[config.mk]
export PLATFORM = sky130hd
export DESIGN_NAME = ro_edge_counter
export DESIGN_NICKNAME = d
export VERILOG_FILES = /design/src/rtl/ropuf_pkg.sv /design/src/rtl/ro_sync_edge.sv /design/src/rtl/ro_edge_counter.sv
export SDC_FILE = /design/constraint.sdc
export NUM_CORES = 1
export LEC_CHECK = 0
export ABC_AREA = 1
export CAP_MARGIN = 5
export CORE_ASPECT_RATIO = 0.8
export CORE_MARGIN = 1.5
export CORE_UTILIZATION = 40
export DETAILED_ROUTE_END_ITERATION = 16
export SLEW_MARGIN = 30
export SYNTH_ARGS = -nofsm -noshare
export SYNTH_HDL_FRONTEND = slang
export SYNTH_SLANG_ARGS = --single-unit
[constraint.sdc]
create_clock -name clk -period 2.7 [get_ports clk]
set_clock_uncertainty 0.15 [all_clocks]
set_input_delay 0.81 -clock clk [delete_from_list [all_inputs] [get_ports clk]]
set_output_delay 0.81 -clock clk [all_outputs]
set_load 0.005 [all_outputs]
[src/rtl/ropuf_pkg.sv]
// Shared types and default sizing for the ROPUF time base.
package ropuf_pkg;

    localparam int RO_GATE_W = 20;
    localparam int RO_CNT_W  = 16;

    typedef enum logic [1:0] {
        IDLE = 2'd0,
        ARM  = 2'd1,
        GATE = 2'd2,
        DONE = 2'd3
    } ro_cnt_state_t;

endpackage

[src/rtl/ro_sync_edge.sv]
// Two-flop synchronizer for an asynchronous RO signal plus a history flop,
// producing a one-cycle strobe per synchronized rising edge.
module ro_sync_edge (
    input  logic clk,
    input  logic reset,
    input  logic ro_in,
    output logic edge_stb
);

    logic s1;
    logic s2;
    logic s3;

    always_ff @(posedge clk or negedge reset) begin
        if (!reset) begin
            s1 <= 1'b0;
            s2 <= 1'b0;
            s3 <= 1'b0;
        end else begin
            s1 <= ro_in;
            s2 <= s1;
            s3 <= s2;
        end
    end

    assign edge_stb = s2 & ~s3;

endmodule

[src/rtl/ro_edge_counter.sv]
// Counts synchronized RO rising edges over a 2^GATE_W cycle gate window and
// hands the saturating count to the consumer over a valid/ready port.
//
// state | meaning
// IDLE  | waiting for start
// ARM   | two cycles flushing synchronizer history, no counting
// GATE  | counting edge strobes for 2^GATE_W cycles
// DONE  | result captured / held until res_ready
module ro_edge_counter
    import ropuf_pkg::*;
#(
    parameter int GATE_W = RO_GATE_W,
    parameter int CNT_W  = RO_CNT_W
) (
    input  logic             clk,
    input  logic             reset,
    input  logic             ro_in,
    input  logic             start,
    output logic             busy,
    output logic             res_valid,
    input  logic             res_ready,
    output logic [CNT_W-1:0] res_count,
    output logic             res_ovf
);

    ro_cnt_state_t     state;
    ro_cnt_state_t     state_nxt;
    logic              arm_cnt;
    logic [GATE_W-1:0] timer;
    logic [CNT_W-1:0]  cnt;
    logic              ovf;
    logic              edge_stb;
    logic              start_acc;
    logic              capture;
    logic              accept;

    ro_sync_edge u_sync (
        .clk      (clk),
        .reset    (reset),
        .ro_in    (ro_in),
        .edge_stb (edge_stb)
    );

    always_ff @(posedge clk or negedge reset) begin
        if (!reset) state <= IDLE;
        else        state <= state_nxt;
    end

    always_comb begin
        state_nxt = state;
        start_acc = 1'b0;
        capture   = 1'b0;
        accept    = 1'b0;
        case (state)
            IDLE: begin
                if (start) begin
                    start_acc = 1'b1;
                    state_nxt = ARM;
                end
            end
            ARM: begin
                if (arm_cnt) state_nxt = GATE;
            end
            GATE: begin
                if (&timer) state_nxt = DONE;
            end
            DONE: begin
                // First DONE cycle captures the final count; handshake only after that.
                if (!res_valid) begin
                    capture = 1'b1;
                end else if (res_ready) begin
                    accept    = 1'b1;
                    state_nxt = IDLE;
                end
            end
            default: state_nxt = IDLE;
        endcase
    end

    assign busy = (state != IDLE);

    always_ff @(posedge clk or negedge reset) begin
        if (!reset) begin
            arm_cnt <= 1'b0;
            timer   <= '0;
            cnt     <= '0;
            ovf     <= 1'b0;
        end else begin
            arm_cnt <= (state == ARM) ? ~arm_cnt : 1'b0;
            timer   <= (state == GATE) ? timer + 1'b1 : '0;
            if (start_acc) begin
                cnt <= '0;
                ovf <= 1'b0;
            end else if ((state == GATE) && edge_stb) begin
                if (&cnt) ovf <= 1'b1;
                else      cnt <= cnt + 1'b1;
            end
        end
    end

    always_ff @(posedge clk or negedge reset) begin
        if (!reset) begin
            res_valid <= 1'b0;
            res_count <= '0;
            res_ovf   <= 1'b0;
        end else if (capture) begin
            res_valid <= 1'b1;
            res_count <= cnt;
            res_ovf   <= ovf;
        end else if (accept) begin
            res_valid <= 1'b0;
        end
    end

endmodule
# Word-level counts from Yosys, hierarchy flattened
# Cells that the tools add are included.
word_totals:
  inputBits: 5
  word_cells: 59
  out_inout_bits: 19
  regBits: 61
op_classes:
  mux: 23
  reduce_logical: 11
  n_eq_ne: 9
  add_sub_neg: 2
  n_bitwise: 3
ops:
  columns: ["cell", "count"]
  rows:
  - ["2-to-1 mux 16 bit", 3]
  - ["adder 20 x 1 -> 20 bit (second input constant)", 1]
  - ["2-to-1 mux 20 bit", 1]
  - ["AND reduction 20 bit", 1]
  - ["adder 16 x 1 -> 16 bit (second input constant)", 1]
  - ["AND reduction 16 bit", 1]
  - ["2-to-1 mux 1 bit", 13]
  - ["!= test 2 bit (second input constant)", 6]
  - ["2-to-1 mux 2 bit", 5]
  - ["case mux 2 bit (4 select lines)", 1]
  - ["nonzero test 2 bit", 4]
  - ["AND reduction 5 bit", 1]
  - ["== test 2 bit (second input constant)", 2]
  - ["AND reduction 2 bit", 2]
  - ["== test 2 x 1 -> 1 bit (second input constant)", 1]
  - ["logical NOT 2 bit", 1]
  - ["inverter 1 bit", 2]
  - ["bitwise AND 1 bit", 1]
  - ["logical AND 1 bit", 1]

# Depth between registers and ports, before layout
# Gate-level depths: netlist (run 1).
depth:
  ltp_word: 5
  depth_mapped: 10
  ltp_nobuf: 10

# Hierarchy
# Synthesis (run 1) repeated with hierarchy kept, for this count alone.
unflattened:
  hier_cells: 376
  hier_area_um2: 3031.7
modules_own_cells:
  columns: ["module", "instances", "cells_per_inst", "seq_area_each_um2", "area_each_um2"]
  rows:
  - ["ro_edge_counter", 1, 371, 1451.4, 2946.6]
  - ["ro_sync_edge", 1, 5, 75.1, 85.1]

# Worst setup path after synthesis (run 1)
# Ideal clock, no wire load.
synth_path:
  path_type: "in2reg"
  start: "in start"
  end: "reg cnt[9]"
  required_time_ps: 2484
  t_arrival_ps: 1748
  setup_ps: 66
  path_buffers: 1
  path_slack_ps: 736
  cell_stages: 8
  path_cell_list: "nand2_2 > clkinv_1 > nor2_1 > nor2_4 > nor2_8 > buf_6 > nand2_1 > nand2_1"
synth_via:
  elab_chain_cells: 4
  elab_cells_between_ends: 6
  classes_between: "eq/ne (1); mux (3); reduce/logical (2)"
synth_rtl:
  columns: ["item", "line", "source"]
  rows:
  - ["from (decl)", "ro_edge_counter.sv:18", "input logic start,"]
  - ["2-to-1 mux 1 bit (*)", "ro_edge_counter.sv:56", "if (start) begin"]
  - ["2-to-1 mux 1 bit (*)", "ro_edge_counter.sv:54", "case (state)"]
  - ["!= test 2 bit (no source line) / nonzero test 2 bit (equally long branches)", null, null]
  - ["AND reduction 2 bit (no source line)", null, null]
  - ["to (signal assigned)", "ro_edge_counter.sv:96", "else cnt <= cnt + 1'b1;"]
  - ["to (decl)", "ro_edge_counter.sv:30", "logic [CNT_W-1:0] cnt;"]
# Mark *: on every way between the ends. The rest lies on a longest branch, timed or not.
# A chain may end at the register's enable or synchronous reset.

# Final worst setup path (run 1)
layout_path:
  start: "reg state[0]"
  end: "out busy"
layout_via:
  elab_chain_cells: 1
layout_rtl:
  columns: ["item", "line", "source"]
  rows:
  - ["from (decl)", "ro_edge_counter.sv:26", "ro_cnt_state_t state;"]
  - ["from (signal assigned)", "ro_edge_counter.sv:46", "else state <= state_nxt;"]
  - ["nonzero test 2 bit", "ro_edge_counter.sv:80", "assign busy = (state != IDLE);"]
  - ["to (decl)", "ro_edge_counter.sv:19", "output logic busy,"]
# Every way passes these cells.

==> out/qor.json, run 1 <==
{
  "outcome": {"value": "complete, no violations"},
  "wl_met1": {"value": 3520, "unit": "um"},
  "net-switching-power": {"value": 0.000830, "unit": "W"},
  "async_s_r_ff_share_synth": {"value": 100, "unit": "%"},
  "power_per_cell_area": {"value": 726, "unit": "mW/mm2"},
  "cap_violations": {"value": 0},
  "rsz0062_at_grt": {"value": "no"},
  "setup_violations": {"value": 0},
  "combPwrFrac": {"value": 23.9, "unit": "%"},
  "slew_violations": {"value": 0},
  "grt_overflow": {"value": 0},
  "synth_area_leaders": {"value": "sky130_fd_sc_hd__dfrtp_1, sky130_fd_sc_hd__nand2_1, sky130_fd_sc_hd__nor2_1"},
  "post_synth_num_cell_types": {"value": 26},
  "worst-endpoint-arrival": {"value": 1640, "unit": "ps"},
  "clk_pin_slew_worst_paths": {"value": 70, "unit": "ps"},
  "detailedRoute.firstIterationViolations": {"value": 141},
  "drt-wirelength-per-cell": {"value": 12.2, "unit": "um"},
  "antenna_found_initial": {"value": 0},
  "area_occupied_by_multi_input_gates": {"value": 0.00135, "unit": "mm2"},
  "gp_congestion": {"value": 0.870},
  "syn-num-nets": {"value": 398},
  "first_global_vias": {"value": 2322},
  "cts-root-buf": {"value": "sky130_fd_sc_hd__clkbuf_8"},
  "yosys.cell_count.top_type": {"value": "sky130_fd_sc_hd__nand2_1"},
  "chipWidth": {"value": 101, "unit": "um"},
  "headroom_to_the_max_slew_limit": {"value": 68.0, "unit": "%"},
  "post_route_cells_drive_above_1_share": {"value": 8.73, "unit": "%"},
  "detail_route.wirelength": {"value": 6450, "unit": "um"},
  "timing_worst_slew_pin_value": {"value": 481, "unit": "ps"},
  "p_clk_share": {"value": 35.5, "unit": "%"},
  "cts_made_buffers": {"value": 9},
  "topRoutingLayerUsed": {"value": "met4"},
  "cts.repair.resized": {"value": 0},
  "postRouteAntennaNets": {"value": 0},
  "period_minus_slack": {"value": 2600, "unit": "ps"},
  "port-buffer-count": {"value": 23},
  "post-cts-setup-buffers": {"value": 0},
  "switching_share": {"value": 31.2, "unit": "%"},
  "crit_fanout": {"value": 4},
  "design.final.nets": {"value": 431},
  "share_seq_of_total_power": {"value": 40.6, "unit": "%"},
  "period_utilisation_layout": {"value": 96.2, "unit": "%"},
  "worstSkewPairLatency": {"value": 340, "unit": "ps"},
  "synthToLayoutAreaGrowth": {"value": 20.1, "unit": "%"},
  "holdBufCountCts": {"value": 0},
  "synth-main-ff-cell": {"value": "sky130_fd_sc_hd__dfrtp_1"},
  "postSynthAreaPerCell": {"value": 7.90, "unit": "um2"},
  "n_fill_cell": {"value": 753},
  "hp-class": {"value": "flop to flop"},
  "die_height": {"value": 81.2, "unit": "um"},
  "vdd_ir_drop_max": {"value": 0.279, "unit": "mV"},
  "dr_wl_met3": {"value": 253, "unit": "um"},
  "area_fraction_of_the_dominant_cell_type_after_synthesis": {"value": 49.9, "unit": "%"},
  "standby_leakage_power": {"value": 1.71, "unit": "nW"},
  "timing.final.hold_violations": {"value": 0},
  "yosysSeqAreaShare": {"value": 49.9, "unit": "%"},
  "post_place_worst_slack": {"value": 227, "unit": "ps"},
  "synth.largest_area_cell": {"value": "sky130_fd_sc_hd__dfrtp_1"},
  "worstSetupPathType": {"value": "flop to primary output"},
  "viasPerCell": {"value": 4.72},
  "tritoncts_num_sinks": {"value": 61},
  "fmax": {"value": 385, "unit": "MHz"},
  "final.setup.tns": {"value": 0, "unit": "ps"},
  "synthCells": {"value": 387},
  "critical_path_required": {"value": 1740, "unit": "ps"},
  "internal-power": {"value": 0.00183, "unit": "W"},
  "post_synthesis_sequential_element_count": {"value": 61},
  "antennaDiodeCount": {"value": 0},
  "seqCellArea": {"value": 0.00153, "unit": "mm2"},
  "route.met2.wl": {"value": 2610, "unit": "um"},
  "grt_start_max_net_pins": {"value": 31},
  "row_count": {"value": 28},
  "floorplan.initialDensity": {"value": 41.4, "unit": "%"},
  "drt_pass1_iterations": {"value": 4},
  "netlist_area": {"value": 0.00306, "unit": "mm2"},
  "layout_setup_ws": {"value": 102, "unit": "ps"},
  "boundaryPins": {"value": 24},
  "cts_max_path_buffers": {"value": 2},
  "synth-edff-count": {"value": 0},
  "ys.warnings.count": {"value": 0},
  "timing.critical_path.to_type": {"value": "primary output"},
  "synth_top_cells_by_count": {"value": "sky130_fd_sc_hd__nand2_1, sky130_fd_sc_hd__dfrtp_1, sky130_fd_sc_hd__nor2_1, sky130_fd_sc_hd__inv_1, sky130_fd_sc_hd__nand3_1"},
  "grt_use_total": {"value": 18.0, "unit": "%"},
  "post-route-drc-count": {"value": 0},
  "timing.critical_path.from_type": {"value": "flop"},
  "post-dp-hpwl": {"value": 4610, "unit": "um"},
  "core": {"value": 0.00739, "unit": "mm2"},
  "die-area": {"value": 0.00818, "unit": "mm2"},
  "routed-via-count": {"value": 2498},
  "htree_num_levels": {"value": 3},
  "wire_length_of_the_first_global_routing_pass": {"value": 11200, "unit": "um"},
  "cts_tree": {"value": "built"}
}
==> stage by stage <==
step / util, % / instances / total power [W] / hold WS [ps] / cell area, um2
2_1_floorplan: - / 387 / 0.00150 / 181 / 3060
4_1_cts: 49.6 / 529 / 0.00269 / 222 / 3670
6_report: 49.6 / 529 / 0.00266 / 217 / 3670
5_1_grt: 49.6 / 529 / 0.00283 / 227 / 3670
3_5_place_dp: 46.5 / 514 / 0.00174 / 190 / 3440
3_3_place_gp: 46.5 / 514 / 0.00173 / 184 / 3440
==> final cells by class <==
class	count	share of cell area, %
Sequential cell	61	41.6
Timing Repair Buffer	30	7.91
Clock buffer	12	4.50
Inverter	38	3.89
Tap cell	105	3.58
Multi-Input combinational cell	280	36.7
Clock inverter	3	1.84
==> path summary, 6_finish.rpt <==
check | start | end | slack, ps | cells past startpoint
min reg2reg | u_sync.s1 | u_sync.s2 | 220 | 0
min in group asynchronous | reset | timer[8] | 280 | 1
min | u_sync.s1 | u_sync.s2 | 220 | 0
max | state[0] | busy | 100 | 4
max in group asynchronous | reset | cnt[11] | 1550 | 2
max reg2reg | timer[0] | timer[18] | 670 | 9
==> cell families (layout without fill, tap and decap cells) <==
group	Yosys count	after routing	share of synthesized area (%)
AND/OR/NAND/NOR	232	232	32.9
AO/OA/AOI/OAI	31	31	5.24
flip-flops	61	61	49.9
adder cells (fa/ha/maj)	6	6	2.46
buffers and inverters	46	83	6.02
multiplexers	4	4	1.47
XOR/XNOR	7	7	2.01
==> cell usage in the layout (no fill, tap or decap) <==
master / n
sky130_fd_sc_hd__nor2_8: 1
sky130_fd_sc_hd__buf_2: 1
sky130_fd_sc_hd__mux2_2: 4
sky130_fd_sc_hd__a21oi_1: 8
sky130_fd_sc_hd__o21bai_1: 1
sky130_fd_sc_hd__xor2_1: 7
sky130_fd_sc_hd__nor3_1: 4
sky130_fd_sc_hd__clkdlybuf4s50_1: 22
sky130_fd_sc_hd__a21boi_0: 1
sky130_fd_sc_hd__o21ai_0: 21
sky130_fd_sc_hd__nand2_1: 127
sky130_fd_sc_hd__or2_2: 1
sky130_fd_sc_hd__nand3_1: 25
sky130_fd_sc_hd__clkbuf_8: 12
sky130_fd_sc_hd__nor2_1: 47
sky130_fd_sc_hd__nand2_2: 2
sky130_fd_sc_hd__nor2_2: 2
sky130_fd_sc_hd__inv_2: 2
sky130_fd_sc_hd__nand4_1: 20
sky130_fd_sc_hd__bufinv_16: 2
sky130_fd_sc_hd__ha_1: 6
sky130_fd_sc_hd__buf_12: 1
sky130_fd_sc_hd__inv_1: 35
sky130_fd_sc_hd__clkinv_1: 1
sky130_fd_sc_hd__buf_4: 6
sky130_fd_sc_hd__nor3b_1: 1
sky130_fd_sc_hd__nor2_4: 2
sky130_fd_sc_hd__dfrtp_1: 61
sky130_fd_sc_hd__clkinvlp_4: 1
==> power groups by stage <==
| stage | registers, W | clock network, W | logic (W) |
|---|---|---|---|
| final | 0.00108 | 0.000946 | 0.000635 |
| after global placement | 0.00110 | 0 | 0.000631 |
| after global routing | 0.00109 | 0.00102 | 0.000724 |
| after CTS | 0.00108 | 0.000972 | 0.000641 |
| after detailed placement | 0.00110 | 0 | 0.000637 |
| after floorplan | 0.00108 | 0 | 0.000420 |
==> state kept, by name, indices dropped and copies added, names as in the netlist <==
name       count
u_sync.s2      1
res_valid      1
res_count     16
u_sync.s1      1
ovf            1
cnt           16
state          2
res_ovf        1
u_sync.s3      1
arm_cnt        1
timer         20
==> critical path, stage by stage, from the launching register on <==
cell and delay (ps):
sky130_fd_sc_hd__dfrtp_1 400, sky130_fd_sc_hd__inv_1 90, sky130_fd_sc_hd__ha_1 240, sky130_fd_sc_hd__inv_2 80, sky130_fd_sc_hd__clkdlybuf4s50_1 490
==> routing by layer <==
metal / GRT usage (%) / up-vias
li1: - / 1300
met1: 25.9 / 1155
met2: 25.7 / 35
met3: 5.94 / 8
met4: 4.79 / 0
met5: 0 / -
Power figures use the tool's default switching activity.
==> run 2, diff against run 1 <==
--- a/config.mk
+++ b/config.mk
@@ -9,7 +9,7 @@
 export CAP_MARGIN = 5
 export CORE_ASPECT_RATIO = 0.8
 export CORE_MARGIN = 1.5
-export CORE_UTILIZATION = 40
+export CORE_UTILIZATION = 45
 export DETAILED_ROUTE_END_ITERATION = 16
 export SLEW_MARGIN = 30
 export SYNTH_ARGS = -nofsm -noshare
==> run 2 against run 1 <==
  * Count of clock-buffer cells in the layout up 1
  * Critical path depth unchanged
  * Global-route usage up 2.2 points
  * Via count up 1.7%
  * Final cell count down 4.3%
  * Core utilization up 5.8 points
  * First-iteration DRC count down 11%
  * Die area down 11%
  * Worst hold slack worse by 5.5 ps
  * Non-clock buffer count down 1
  * Combinational power about the same
  * Highest routed layer unchanged
  * Maximum frequency about the same
  * Critical endpoint unchanged
==> out/qor.json, run 2 (synthesis gave the netlist of run 1 again) <==
{
  "critical_path_required": {"value": 1740, "unit": "ps"},
  "critical_path.reg2reg.endpoint": {"value": "cnt[12]"},
  "finish.instance_area": {"value": 0.00359, "unit": "mm2"},
  "fmax": {"value": 385, "unit": "MHz"},
  "gp_congestion": {"value": 0.852},
  "drt-wirelength-per-cell": {"value": 12.9, "unit": "um"},
  "cts_tree": {"value": "built"},
  "crit_fanout": {"value": 4},
  "reg_top3": {"value": "timer x20, cnt x16, res_count x16"},
  "antenna_found_initial": {"value": 0},
  "worstSkewPairLatency": {"value": 330, "unit": "ps"},
  "mostFrequentLayoutCell": {"value": "sky130_fd_sc_hd__nand2_1"},
  "antennaDiodeCount": {"value": 0},
  "vdd_ir_drop_max": {"value": 0.295, "unit": "mV"},
  "grt_start_max_net_pins": {"value": 62},
  "row_count": {"value": 26},
  "worstSetupPathType": {"value": "flop to primary output"},
  "grt_overflow": {"value": 0},
  "detail_route.wirelength": {"value": 6510, "unit": "um"},
  "crit_path_start": {"value": "state[0]"},
  "die-area": {"value": 0.00730, "unit": "mm2"},
  "floorplan.initialDensity": {"value": 47.2, "unit": "%"},
  "core": {"value": 0.00647, "unit": "mm2"},
  "layout_common_cells": {"value": "sky130_fd_sc_hd__nand2_1, sky130_fd_sc_hd__dfrtp_1, sky130_fd_sc_hd__nor2_1, sky130_fd_sc_hd__inv_1, sky130_fd_sc_hd__nand3_1"},
  "htree_num_levels": {"value": 3},
  "dp.cells": {"value": 492},
  "cts.repair.resized": {"value": 0},
  "tritoncts_num_sinks": {"value": 61},
  "timing.critical_path.from_type": {"value": "flop"},
  "final.setup.tns": {"value": 0, "unit": "ps"},
  "port-buffer-count": {"value": 23},
  "reg2reg_depth": {"value": 10},
  "hp-class": {"value": "flop to flop"},
  "detailedRoute.firstIterationViolations": {"value": 125},
  "holdBufCountCts": {"value": 0},
  "cp-endpoint": {"value": "busy"},
  "timing.critical_path.to_type": {"value": "primary output"},
  "crit-reg2reg-launch": {"value": "cnt[0]"},
  "rrSetupSlack": {"value": 670, "unit": "ps"},
  "wire_length_of_the_first_global_routing_pass": {"value": 11300, "unit": "um"},
  "post_route_cells_drive_above_1_share": {"value": 8.06, "unit": "%"},
  "synthToLayoutAreaGrowth": {"value": 17.4, "unit": "%"},
  "grt_use_total": {"value": 20.2, "unit": "%"},
  "total_power": {"value": 0.00248, "unit": "W"},
  "clk_pin_slew_worst_paths": {"value": 60, "unit": "ps"},
  "n_fill_cell": {"value": 632},
  "largest_register_ff_count": {"value": 20},
  "viasPerCell": {"value": 5.02},
  "die_height": {"value": 76.7, "unit": "um"},
  "post-cts-setup-buffers": {"value": 0},
  "first_global_vias": {"value": 2422},
  "period_minus_slack": {"value": 2600, "unit": "ps"},
  "headroom_to_the_max_slew_limit": {"value": 68.9, "unit": "%"},
  "rsz0062_at_grt": {"value": "no"},
  "seqCellArea": {"value": 0.00153, "unit": "mm2"},
  "post-dp-hpwl": {"value": 4500, "unit": "um"},
  "post-route-drc-count": {"value": 0},
  "layout_setup_ws": {"value": 99.5, "unit": "ps"},
  "standby_leakage_power": {"value": 1.69, "unit": "nW"},
  "top_register": {"value": "timer"},
  "post_place_worst_slack": {"value": 229, "unit": "ps"},
  "slew_violations": {"value": 0},
  "hold-path-cell-count": {"value": 0},
  "timing_worst_slew_pin_value": {"value": 465, "unit": "ps"},
  "setup_violations": {"value": 0},
  "boundaryPins": {"value": 24},
  "design.final.nets": {"value": 430},
  "placed_area": {"value": 0.00340, "unit": "mm2"},
  "area_occupied_by_multi_input_gates": {"value": 0.00135, "unit": "mm2"},
  "timing.final.hold_violations": {"value": 0},
  "worst-endpoint-arrival": {"value": 1640, "unit": "ps"},
  "postRouteAntennaNets": {"value": 0},
  "final_cells": {"value": 506},
  "cts_max_path_buffers": {"value": 2},
  "routed-via-count": {"value": 2541},
  "cts-root-buf": {"value": "sky130_fd_sc_hd__clkbuf_8"},
  "outcome": {"value": "complete, no violations"},
  "drt_pass1_iterations": {"value": 4},
  "period_utilisation_layout": {"value": 96.3, "unit": "%"},
  "power_per_cell_area": {"value": 691, "unit": "mW/mm2"},
  "cap_violations": {"value": 0},
  "cts_made_buffers": {"value": 9},
  "chipWidth": {"value": 95.1, "unit": "um"}
}
run 2: cell types whose count changed in the layout (fill, tap and decap cells not counted):
cell / before / now
sky130_fd_sc_hd__clkinvlp_4: 1 / 0
sky130_fd_sc_hd__bufinv_16: 2 / 0
sky130_fd_sc_hd__clkinv_2: 0 / 1
sky130_fd_sc_hd__inv_1: 35 / 36
sky130_fd_sc_hd__clkbuf_8: 12 / 13
sky130_fd_sc_hd__inv_2: 2 / 1
sky130_fd_sc_hd__buf_4: 6 / 5
run 2: critical path: stages, from the launching register on:
cell and delay, ps:
sky130_fd_sc_hd__dfrtp_1 400, sky130_fd_sc_hd__inv_1 80, sky130_fd_sc_hd__ha_1 220, sky130_fd_sc_hd__inv_1 100, sky130_fd_sc_hd__clkdlybuf4s50_1 500
run 2: power by group:
group / internal, W / leakage, nW / switching, W
logic: 0.000243 / 0.758 / 0.000392
clock network: 0.000422 / 0.0974 / 0.000337
registers: 0.000998 / 0.834 / 0.0000849
run 2: worst min path at each step:
stage	start	endpoint	slack (ps)
detailed placement	u_sync.s1	u_sync.s2	200
CTS	u_sync.s1	u_sync.s2	210
global placement	u_sync.s1	u_sync.s2	180
global route	u_sync.s1	u_sync.s2	230
floorplan	u_sync.s1	u_sync.s2	180
finish	u_sync.s1	u_sync.s2	210
run 2: routing by layer:
metal  track usage (%)  vias up  share of wire [%]
li1                  -     1306                  -
met1              29.5     1177                 52
met2              28.2       51                 42
met3              5.85        7                4.6
met4              7.16        0                1.3
met5                 0        -                  0
run 2: metrics by stage:
step	hold WS (ps)	utilization [%]
6_report	211	55.4
5_1_grt	228	55.4
4_1_cts	213	55.4
3_5_place_dp	198	52.6
3_3_place_gp	183	52.6
2_1_floorplan	181	-
run 2: layout make-up:
type,instances,area share (%)
clock inverter,1,0.140
inverter,38,3.98
clock buffer,13,4.99
timing repair buffer,29,7.88
sequential,61,42.6
multi-input combinational,280,37.5
tap,84,2.93
==> run 3, diff against run 2 <==
--- a/config.mk
+++ b/config.mk
@@ -7,10 +7,11 @@
 export LEC_CHECK = 0
 export ABC_AREA = 1
 export CAP_MARGIN = 5
-export CORE_ASPECT_RATIO = 0.8
+export CORE_ASPECT_RATIO = 0.9
 export CORE_MARGIN = 1.5
 export CORE_UTILIZATION = 45
 export DETAILED_ROUTE_END_ITERATION = 16
+export HOLD_SLACK_MARGIN = 0.12
 export SLEW_MARGIN = 30
 export SYNTH_ARGS = -nofsm -noshare
 export SYNTH_HDL_FRONTEND = slang
==> run 3 against run 2 <==
  * Sequential power barely moved
  * Worst setup slack got worse by 6.6 ps
  * Sequential share of layout area fell by 0.16 points
  * Highest routed layer unchanged
  * Critical path depth did not move
  * Via count rose by 0.91%
  * Count of clock-buffer cells in the layout rose by 1
==> out/qor.json, run 3 (synthesis gave the netlist of run 1 again) <==
{
  "outcome": {"value": "complete, no violations"},
  "layout_common_cells": {"value": "sky130_fd_sc_hd__nand2_1, sky130_fd_sc_hd__dfrtp_1, sky130_fd_sc_hd__nor2_1, sky130_fd_sc_hd__inv_1, sky130_fd_sc_hd__nand3_1"},
  "critical_path.reg2reg.endpoint": {"value": "timer[18]"},
  "whs_endpoint": {"value": "u_sync.s2"},
  "crit_fanout": {"value": 4},
  "rsz0062_at_grt": {"value": "no"},
  "grt_overflow": {"value": 0},
  "rrSetupSlack": {"value": 740, "unit": "ps"},
  "row_count": {"value": 28},
  "post-cts-setup-buffers": {"value": 0},
  "timing_worst_slew_pin_value": {"value": 424, "unit": "ps"},
  "critical_path_required": {"value": 1740, "unit": "ps"},
  "clk_pin_slew_worst_paths": {"value": 70, "unit": "ps"},
  "post-route-drc-count": {"value": 0},
  "design.final.nets": {"value": 430},
  "wire_length_of_the_first_global_routing_pass": {"value": 11100, "unit": "um"},
  "detail_route.wirelength": {"value": 6540, "unit": "um"},
  "largest_register_ff_count": {"value": 20},
  "headroom_to_the_max_slew_limit": {"value": 71.6, "unit": "%"},
  "dp.cells": {"value": 498},
  "reg2reg_depth": {"value": 9},
  "final.setup.tns": {"value": 0, "unit": "ps"},
  "post_route_cells_drive_above_1_share": {"value": 7.80, "unit": "%"},
  "chipWidth": {"value": 89.9, "unit": "um"},
  "routed-via-count": {"value": 2564},
  "mostFrequentLayoutCell": {"value": "sky130_fd_sc_hd__nand2_1"},
  "timing.critical_path.to_type": {"value": "primary output"},
  "antenna_found_initial": {"value": 0},
  "floorplan.initialDensity": {"value": 46.4, "unit": "%"},
  "antennaDiodeCount": {"value": 0},
  "cts_max_path_buffers": {"value": 2},
  "timing.final.hold_violations": {"value": 0},
  "seqCellArea": {"value": 0.00153, "unit": "mm2"},
  "total_power": {"value": 0.00248, "unit": "W"},
  "period_utilisation_layout": {"value": 96.6, "unit": "%"},
  "die_height": {"value": 81.2, "unit": "um"},
  "tritoncts_num_sinks": {"value": 61},
  "grt_use_total": {"value": 19.7, "unit": "%"},
  "top_register": {"value": "timer"},
  "first_global_vias": {"value": 2304},
  "htree_num_levels": {"value": 3},
  "min-delay-start": {"value": "u_sync.s1"},
  "boundaryPins": {"value": 24},
  "area_occupied_by_multi_input_gates": {"value": 0.00135, "unit": "mm2"},
  "cap_violations": {"value": 0},
  "fmax": {"value": 384, "unit": "MHz"},
  "post-dp-hpwl": {"value": 4560, "unit": "um"},
  "port-buffer-count": {"value": 23},
  "standby_leakage_power": {"value": 1.69, "unit": "nW"},
  "detailedRoute.firstIterationViolations": {"value": 174},
  "viasPerCell": {"value": 5.00},
  "worstSkewPairLatency": {"value": 340, "unit": "ps"},
  "reg_top3": {"value": "timer x20, cnt x16, res_count x16"},
  "crit-reg2reg-launch": {"value": "timer[0]"},
  "period_minus_slack": {"value": 2610, "unit": "ps"},
  "hp-class": {"value": "flop to flop"},
  "gp_congestion": {"value": 0.801},
  "drt_pass1_iterations": {"value": 5},
  "core": {"value": 0.00659, "unit": "mm2"},
  "n_fill_cell": {"value": 649},
  "vdd_ir_drop_max": {"value": 0.276, "unit": "mV"},
  "timing.critical_path.from_type": {"value": "flop"},
  "grt_start_max_net_pins": {"value": 62},
  "final_cells": {"value": 513},
  "holdBufCountCts": {"value": 0},
  "cts_made_buffers": {"value": 9},
  "cts-root-buf": {"value": "sky130_fd_sc_hd__clkbuf_8"},
  "die-area": {"value": 0.00730, "unit": "mm2"},
  "power_per_cell_area": {"value": 689, "unit": "mW/mm2"},
  "slew_violations": {"value": 0},
  "postRouteAntennaNets": {"value": 0},
  "cts.repair.resized": {"value": 0},
  "worst-endpoint-arrival": {"value": 1650, "unit": "ps"},
  "final_util": {"value": 54.7, "unit": "%"},
  "cts_tree": {"value": "built"},
  "setup_violations": {"value": 0},
  "worstSetupPathType": {"value": "flop to primary output"},
  "hold-path-cell-count": {"value": 0},
  "synthToLayoutAreaGrowth": {"value": 17.8, "unit": "%"},
  "drt-wirelength-per-cell": {"value": 12.7, "unit": "um"}
}
[run 3: cell types whose count changed in the layout (fill, tap and decap cells not counted), sizes merged]
cell    previous run  this run
clkbuf            13        14
[run 3: power by group]
group | total (W) | internal [W] | switching, W
Clock | 0.000746 | 0.000403 | 0.000343
Sequential | 0.00108 | 0.000998 | 0.0000795
Combinational | 0.000657 | 0.000259 | 0.000399
[run 3: worst max-delay path by stage]
stage              from  endpoint  slack (ps)
2_1_floorplan     start    cnt[9]         740
4_1_cts        state[0]      busy          70
5_1_grt        state[0]      busy           3
3_5_place_dp      start    cnt[0]         390
6_report       state[0]      busy          90
3_3_place_gp      start   cnt[14]         410
[run 3: final cells by class]
class	count	area share [%]
inverters	38	3.96
flip-flops and latches	61	42.4
clock inverters	1	0.139
repair buffers	29	8.20
multi-input cells	280	37.4
clock buffers	14	4.80
well taps	90	3.13
[run 3: critical path, cell delays in order (launching register included)]
cell                              delay [ps]
sky130_fd_sc_hd__dfrtp_1                 400
sky130_fd_sc_hd__inv_1                    80
sky130_fd_sc_hd__ha_1                    220
sky130_fd_sc_hd__inv_1                   110
sky130_fd_sc_hd__clkdlybuf4s50_1         510
[run 3: routing by layer]
metal | vias to the layer above | routed length [um] | track usage (%)
met4 | 0 | 82 | 6.83
met3 | 7 | 274 | 6.37
met1 | 1200 | 3500 | 28.6
met2 | 57 | 2680 | 27.3
met5 | - | 0 | 0
li1 | 1300 | - | -
[run 3: through the flow]
stage               setup slack [ps]  hold slack (ps)  area [um2]
floorplan                        736              181        3060
global placement                 406              222        3420
detailed placement               393              202        3420
CTS                             66.0              238        3600
global route                    3.12              246        3600
finish                          92.9              232        3600
